==> src/rtl/run_monitor_pkg.sv <==
// run_monitor_pkg: shared types for the run-completion monitor.
//   state_t      : monitor FSM states
//   widx_t       : watch-window decode result (hit flag + word index)
//   watch_decode : maps a byte address onto the watch window
package run_monitor_pkg;

  typedef enum logic [1:0] {
    IDLE    = 2'd0,
    RUN     = 2'd1,
    HALTED  = 2'd2,
    TIMEOUT = 2'd3
  } state_t;

  typedef struct packed {
    logic        hit;
    logic [31:0] idx;
  } widx_t;

  // The offset wraps at addr_w bits, the same way the address bus would.
  // A hit needs a word-aligned address and an in-window word index.
  function automatic widx_t watch_decode(logic [63:0] addr, logic [63:0] base,
                                         int unsigned addr_w, int unsigned num);
    logic [63:0] off;
    widx_t       r;
    off   = (addr - base) & (~64'd0 >> (64 - addr_w));
    r.hit = (addr[1:0] == 2'b00) && ((off >> 2) < 64'(num));
    r.idx = 32'(off >> 2);
    return r;
  endfunction

endpackage

==> src/rtl/run_monitor_if.sv <==
// run_monitor_if: core-side retire and data-memory write buses snooped by the
// monitor. master = core (drives), slave = monitor (observes).
interface run_monitor_if #(
  parameter int XLEN   = 32,
  parameter int ADDR_W = 32
);
  logic              retire_valid;
  logic [ADDR_W-1:0] retire_pc;
  logic [XLEN-1:0]   retire_inst;
  logic              mem_we;
  logic [ADDR_W-1:0] mem_addr;
  logic [XLEN-1:0]   mem_wdata;

  modport master (output retire_valid, retire_pc, retire_inst, mem_we, mem_addr, mem_wdata);
  modport slave  (input  retire_valid, retire_pc, retire_inst, mem_we, mem_addr, mem_wdata);
endinterface

==> src/rtl/run_monitor_watch.sv <==
// run_monitor_watch: NUM_WATCH-word capture register file.
//   clk, rst_n : clock, async active-low reset
//   clr        : zero all words (wins over a write)
//   en         : capture enabled (monitor is running)
//   we/addr/wdata : snooped data-memory write
//   data       : captured words, word i at [i]
module run_monitor_watch
  import run_monitor_pkg::*;
#(
  parameter int          XLEN       = 32,
  parameter int          ADDR_W     = 32,
  parameter int          NUM_WATCH  = 4,
  parameter logic [63:0] WATCH_BASE = 64'd0
) (
  input  logic                           clk,
  input  logic                           rst_n,
  input  logic                           clr,
  input  logic                           en,
  input  logic                           we,
  input  logic [ADDR_W-1:0]              addr,
  input  logic [XLEN-1:0]                wdata,
  output logic [NUM_WATCH-1:0][XLEN-1:0] data
);

  widx_t dec;
  assign dec = watch_decode(64'(addr), WATCH_BASE, ADDR_W, NUM_WATCH);

  for (genvar i = 0; i < NUM_WATCH; i++) begin : g_word
    logic sel;
    assign sel = en && we && dec.hit && (dec.idx == 32'(i));

    always_ff @(posedge clk or negedge rst_n) begin
      if (!rst_n)   data[i] <= '0;
      else if (clr) data[i] <= '0;
      else if (sel) data[i] <= wdata;
    end
  end

endmodule

==> src/rtl/run_monitor.sv <==
// run_monitor: run-completion monitor for the ad1xx core.
//   clk, rst_n     : clock, async active-low reset
//   start          : pulse; clears state and enters RUN
//   timeout_limit  : max RUN cycles, 0 = no timeout
//   bus            : snooped retire / data-memory write buses (slave)
//   busy           : in RUN
//   halted         : self-loop halt confirmed (sticky)
//   timed_out      : timeout hit (sticky)
//   halt_pc        : pc of the self-loop
//   cycle_count    : RUN cycles (saturating)
//   retire_count   : retires in RUN (saturating)
//   watch_data     : captured result words, word i at [i*XLEN +: XLEN]
module run_monitor
  import run_monitor_pkg::*;
#(
  parameter int          XLEN         = 32,
  parameter int          ADDR_W       = 32,
  parameter int          STABLE_COUNT = 4,
  parameter int          MATCH_INST   = 1,
  parameter int          NUM_WATCH    = 4,
  parameter logic [63:0] WATCH_BASE   = 64'd0,
  parameter int          CNT_W        = 32
) (
  input  logic                      clk,
  input  logic                      rst_n,
  input  logic                      start,
  input  logic [CNT_W-1:0]          timeout_limit,
  run_monitor_if.slave              bus,
  output logic                      busy,
  output logic                      halted,
  output logic                      timed_out,
  output logic [ADDR_W-1:0]         halt_pc,
  output logic [CNT_W-1:0]          cycle_count,
  output logic [CNT_W-1:0]          retire_count,
  output logic [NUM_WATCH*XLEN-1:0] watch_data
);

  localparam int RW = $clog2(STABLE_COUNT + 1);

  state_t            state;
  logic              last_valid;
  logic [ADDR_W-1:0] last_pc;
  logic [XLEN-1:0]   last_inst;
  logic [RW-1:0]     repeat_cnt;

  logic              in_run;
  logic              same;
  logic [RW-1:0]     rep_inc;
  logic              halt_hit;
  logic              tmo_hit;
  logic [CNT_W-1:0]  tmo_at;

  assign in_run   = (state == RUN);
  assign same     = last_valid && (bus.retire_pc == last_pc) &&
                    ((MATCH_INST == 0) || (bus.retire_inst == last_inst));
  assign rep_inc  = repeat_cnt + 1'b1;
  assign halt_hit = in_run && bus.retire_valid && same && (rep_inc == RW'(STABLE_COUNT));
  // Compare before the increment so cycle_count lands on timeout_limit.
  assign tmo_at   = timeout_limit - 1'b1;
  assign tmo_hit  = in_run && (timeout_limit != '0) && (cycle_count == tmo_at);

  always_ff @(posedge clk or negedge rst_n) begin
    if (!rst_n) begin
      state        <= IDLE;
      busy         <= 1'b0;
      halted       <= 1'b0;
      timed_out    <= 1'b0;
      halt_pc      <= '0;
      cycle_count  <= '0;
      retire_count <= '0;
      last_valid   <= 1'b0;
      last_pc      <= '0;
      last_inst    <= '0;
      repeat_cnt   <= '0;
    end else if (start) begin
      // Restart from any state; a retire on this cycle is not counted.
      state        <= RUN;
      busy         <= 1'b1;
      halted       <= 1'b0;
      timed_out    <= 1'b0;
      halt_pc      <= '0;
      cycle_count  <= '0;
      retire_count <= '0;
      last_valid   <= 1'b0;
      last_pc      <= '0;
      last_inst    <= '0;
      repeat_cnt   <= '0;
    end else if (in_run) begin
      if (cycle_count != '1) cycle_count <= cycle_count + 1'b1;

      if (bus.retire_valid) begin
        if (retire_count != '1) retire_count <= retire_count + 1'b1;
        if (!same) begin
          last_valid <= 1'b1;
          last_pc    <= bus.retire_pc;
          last_inst  <= bus.retire_inst;
          repeat_cnt <= '0;
        end else begin
          repeat_cnt <= rep_inc;
        end
      end

      // Halt has priority over a timeout on the same edge.
      if (halt_hit) begin
        state   <= HALTED;
        busy    <= 1'b0;
        halted  <= 1'b1;
        halt_pc <= last_pc;
      end else if (tmo_hit) begin
        state     <= TIMEOUT;
        busy      <= 1'b0;
        timed_out <= 1'b1;
      end
    end
  end

  logic [NUM_WATCH-1:0][XLEN-1:0] wdata_q;

  run_monitor_watch #(
    .XLEN       (XLEN),
    .ADDR_W     (ADDR_W),
    .NUM_WATCH  (NUM_WATCH),
    .WATCH_BASE (WATCH_BASE)
  ) u_watch (
    .clk   (clk),
    .rst_n (rst_n),
    .clr   (start),
    .en    (in_run),
    .we    (bus.mem_we),
    .addr  (bus.mem_addr),
    .wdata (bus.mem_wdata),
    .data  (wdata_q)
  );

  assign watch_data = wdata_q;

endmodule

==> src/flat_wrapper.sv <==
// flat-port wrapper written by rule: the top's interface ports become plain ports
module run_monitor_flat import run_monitor_pkg::*;
#(
  parameter int          XLEN         = 32,
  parameter int          ADDR_W       = 32,
  parameter int          STABLE_COUNT = 4,
  parameter int          MATCH_INST   = 1,
  parameter int          NUM_WATCH    = 4,
  parameter logic [63:0] WATCH_BASE   = 64'd0,
  parameter int          CNT_W        = 32
)
  (clk, rst_n, start, timeout_limit, busy, halted, timed_out, halt_pc, cycle_count, retire_count, watch_data, bus_retire_valid, bus_retire_pc, bus_retire_inst, bus_mem_we, bus_mem_addr, bus_mem_wdata);
  run_monitor_if #(.XLEN(XLEN), .ADDR_W(ADDR_W)) bus_i ();
  input  logic clk;
  input  logic rst_n;
  input  logic start;
  input  logic [CNT_W-1:0] timeout_limit;
  output logic busy;
  output logic halted;
  output logic timed_out;
  output logic [ADDR_W-1:0] halt_pc;
  output logic [CNT_W-1:0] cycle_count;
  output logic [CNT_W-1:0] retire_count;
  output logic [NUM_WATCH*XLEN-1:0] watch_data;
  input wire logic [$bits(bus_i.retire_valid)-1:0] bus_retire_valid;
  input wire logic [$bits(bus_i.retire_pc)-1:0] bus_retire_pc;
  input wire logic [$bits(bus_i.retire_inst)-1:0] bus_retire_inst;
  input wire logic [$bits(bus_i.mem_we)-1:0] bus_mem_we;
  input wire logic [$bits(bus_i.mem_addr)-1:0] bus_mem_addr;
  input wire logic [$bits(bus_i.mem_wdata)-1:0] bus_mem_wdata;
  assign bus_i.retire_valid = bus_retire_valid;
  assign bus_i.retire_pc = bus_retire_pc;
  assign bus_i.retire_inst = bus_retire_inst;
  assign bus_i.mem_we = bus_mem_we;
  assign bus_i.mem_addr = bus_mem_addr;
  assign bus_i.mem_wdata = bus_mem_wdata;
  run_monitor #(.XLEN(XLEN), .ADDR_W(ADDR_W), .STABLE_COUNT(STABLE_COUNT), .MATCH_INST(MATCH_INST), .NUM_WATCH(NUM_WATCH), .WATCH_BASE(WATCH_BASE), .CNT_W(CNT_W)) u_core (.clk(clk), .rst_n(rst_n), .start(start), .timeout_limit(timeout_limit), .bus(bus_i), .busy(busy), .halted(halted), .timed_out(timed_out), .halt_pc(halt_pc), .cycle_count(cycle_count), .retire_count(retire_count), .watch_data(watch_data));
endmodule
==> config.mk <==
export PLATFORM = sky130hd
export DESIGN_NAME = run_monitor_flat
export DESIGN_NICKNAME = d
export VERILOG_FILES = /design/src/rtl/run_monitor_pkg.sv /design/src/rtl/run_monitor_if.sv /design/src/rtl/run_monitor_watch.sv /design/src/rtl/run_monitor.sv /design/src/flat_wrapper.sv
export SDC_FILE = /design/constraint.sdc
export NUM_CORES = 1
export LEC_CHECK = 0
export CORE_MARGIN = 2
export CORE_UTILIZATION = 25
export CTS_CLUSTER_SIZE = 28
export DETAILED_ROUTE_END_ITERATION = 8
export GPL_ROUTABILITY_DRIVEN = 0
export GPL_TIMING_DRIVEN = 0
export REMOVE_ABC_BUFFERS = 1
export SYNTH_ARGS = -nofsm -noshare
export SYNTH_HDL_FRONTEND = slang
export SYNTH_HIERARCHICAL = 1
export SYNTH_SLANG_ARGS = --single-unit
==> constraint.sdc <==
create_clock -name clk -period 3.6 [get_ports clk]
set_input_delay 0.72 -clock clk [delete_from_list [all_inputs] [get_ports clk]]
set_output_delay 0.72 -clock clk [all_outputs]
set_load 0.005 [all_outputs]
==> results.md <==
* Flop pwr share at 0.436
* CP Max Fanout at 8
* Pint at around 0.0060 W
* Filler cells at 6080
* Share of the synthesized area in the top cell type at 0.490
* Number of synthesized flops with an enable pin at 0
* Initial antenna violation count at 2
* DIE WIDTH at roughly 250 µm
* Hold_buf cts at 0
* First-pass GRT wire length at 74.1 mm
* Ys Warns at 6
* WL/cell at about 18 µm
* Max-cap violations at 0
* Minimum clock period at approximately 3.5 ns
* Hold Violations, Final at 0
* Multi-input gate area at around 7200 µm²
* PwrDens at 375 nW/µm²
* Clk slew on worst S/H paths at around 0.060 ns
* Syn_area_per_cell at between 10 and 15 µm²
* Worst vdd ir at approximately 0.28 mV
* Synth Cell Area at around 15000 µm²
* Layout cell share with drive strength beyond 1 at 0.0610
* H-Tree Depth at 2
* Synth Flop Type: dfrtp_1
* Yosys cell types at 75
* Least-Margin Pin Slew at 1.10 ns
* IO buf count at approximately 390
* Synth Instances at about 1500
* Sw frac at 0.241
* # clock sinks at approximately 300
* Status: complete, no violations
* Total Routing Usage GR at 0.149
* WL final at slightly below 50 mm
* Clock share of power at 0.465
* Nets@finish at ~2000
* Core region area at 60100 µm²
* Clock Latency Late Sink at around 0.54 ns
* Yosys top cell by area: dfrtp_1
* Area Overhead vs Synth at 40.1%
* Vias in the first global route at about 13000
* Register area at ~7400 µm²
* Worst Path Required at approximately 4 ns
* Final setup vio count at 0
* Asr flop ratio synth at 1.00
* Root Buffer: clkbuf_16
* Die ar. at about 63000 µm²
* Total CTS buffers at 36
* Total Power at ~0.0080 W
* CP Capture Type: register
* Largest net degree at the start of global routing at roughly 120
* Fin. max-slew vios at 0
* Worst rel slew slack at 0.254
* Share of the yosys chip area belonging to registers at 0.490
* ANT nets after route at 0
* Starting density of the core at 0.252
* Period Utilization, post-route at 0.980
* CTS max path bufs at 3
* Row count at 90
* Sw power at 0.00192 W
* #FFs+latches synth at just under 300
* Die Span Y at approximately 250 µm
* Post-DP HPWL at around 35 mm
* Drt first pass iters at 5
* CP arrival at ~4.0 ns
* Final clock skew at around 0.011 ns
* Via count at ~12000
* Synth top area cells: dfrtp_1 (49%), mux2i_1 (8.6%), nand2b_1 (7.4%)
* GRT Residual Overflow at 0
* Vias/cell at ~4.7
* Setup CP Type: in -> reg
* I/O pins at between 300 and 400
* DR iter-0 viols at approximately 770
* Leak at 9.15 nW
* Drc violations at 0
* Combinational Power Share at 0.099
* Crit start category: input pin
* Post-route core utilization at 0.354
* CTS tree: built
* Hold crit path type: in -> async
* Fmax at about 280 MHz
worst max-delay path: stages:
cell and delay, ns:
clkdlybuf4s50_1 0.48, or4_4 0.66, or4_4 0.58, or4_1 0.41, o32a_1 0.21, o31ai_2 0.10, nor4b_4 0.32, nand2_1 0.10
a311o_1 0.36
worst paths after layout:
path / start / end / slack [ns] / cells past startpoint
max in group asynchronous: rst_n / u_core/retire_count[18] / 2.31 / 2
worst max-delay path: timeout_limit[8] / u_core/state[0] / 0.07 / 9
worst min register to register: u_core/halt_pc[17] / u_core/halt_pc[17] / 0.48 / 2
worst min-delay path: rst_n / u_core/u_watch/data[48] / 0.21 / 1
min in group clk: u_core/halt_pc[17] / u_core/halt_pc[17] / 0.48 / 2
worst max register to register: u_core/retire_count[4] / u_core/retire_count[4] / 0.32 / 10
cell usage after synthesis (3+ instances only):
| library cell | number |
|---|---|
| a211oi_1 | 3 |
| a21oi_1 | 16 |
| a22o_1 | 3 |
| a31o_2 | 3 |
| a31oi_1 | 3 |
| and2_1 | 11 |
| and3_1 | 15 |
| and4_1 | 11 |
| buf_1 | 6 |
| buf_6 | 11 |
| clkbuf_1 | 51 |
| dfrtp_1 | 297 |
| ha_1 | 6 |
| inv_1 | 84 |
| mux2_2 | 7 |
| mux2i_1 | 130 |
| nand2_1 | 75 |
| nand2b_1 | 179 |
| nand3_1 | 87 |
| nand4_1 | 35 |
| nand4_2 | 3 |
| nand4b_1 | 4 |
| nor2_1 | 75 |
| nor2b_1 | 5 |
| nor3_1 | 18 |
| nor4_1 | 22 |
| nor4b_1 | 3 |
| o2111ai_1 | 4 |
| o21ai_0 | 108 |
| o221ai_1 | 3 |
| o22ai_1 | 3 |
| or3_1 | 16 |
| or4_1 | 6 |
| xnor2_1 | 85 |
| xor2_1 | 53 |
layout make-up:
type	count	area share
repair buffers	404	0.197
well taps	782	0.0460
inverters	86	0.0154
clock buffers	48	0.0493
multi-input cells	1037	0.336
flip-flops and latches	297	0.350
diodes	1	0.000118
clock inverters	12	0.00671
power groups by stage:
stage | Sequential (W) | Combinational (W) | Clock (W)
6_report | 0.00347 | 0.000790 | 0.00370
3_5_place_dp | 0.00353 | 0.000783 | 0
3_3_place_gp | 0.00354 | 0.000767 | 0
4_1_cts | 0.00347 | 0.000791 | 0.00384
5_1_grt | 0.00348 | 0.000867 | 0.00396
2_1_floorplan | 0.00352 | 0.000330 | 0
flip-flops by register name, indices dropped and copies added (netlist names):
register and flops:
u_core/last_inst 32, u_core/state 2, u_core/cycle_count 32, u_core/last_pc 32
u_core/last_valid 1, u_core/timed_out 1, u_core/u_watch/data 128, u_core/repeat_cnt 3
u_core/halt_pc 32, u_core/busy 1, u_core/halted 1, u_core/retire_count 32
through the flow:
step	setup WS, ns	setup TNS [ns]	area (µm²)	cells	hold WS (ns)
global route	-0.00730	-0.00730	21300	2667	0.242
floorplan	-1.62	-95.07	14800	1420	0.424
CTS	0.00714	0	21200	2666	0.232
detailed placement	-1.07	-61.32	19900	2604	0.470
finish	0.0703	0	21300	2667	0.208
global placement	-11.73	-5379.19	19700	2593	0.463
what timing repair did:
action,CTS,global route
setup endpoints to repair,74,17
pin swaps,1,3
resized for setup,11,11
setup buffers,2,0
kinds of logic (layout without fill, tap and decap cells):
family / count (synthesis) / after routing / share of synthesized area
compound gates: 171 / 171 / 0.0672
xor+xnor: 138 / 138 / 0.0796
fa+ha+maj: 6 / 6 / 0.00495
buf+inv: 160 / 550 / 0.0487
flops: 297 / 297 / 0.490
mux: 137 / 137 / 0.0909
other cells: 0 / 1 / 0
simple gates: 585 / 585 / 0.219
cell usage in the layout, fill, tap and decap left out, types with 17 or more instances in the layout:
master and count:
clkbuf_16 37, clkdlybuf4s50_1 387, dfrtp_1 297, inv_1 83, mux2i_1 130, nand2_1 75, nand2b_1 178, nand3_1 87
nand4_1 35, nor2_1 74, nor3_1 18, nor4_1 17, o21ai_0 108, xnor2_1 85, xor2_1 53
layer usage:
metal | part of all wire | track usage
met1 | 0.43 | 0.187
met2 | 0.48 | 0.251
met3 | 0.056 | 0.0315
met4 | 0.034 | 0.0575
met5 | 0 | 0
(Power assumes the default switching activity.)
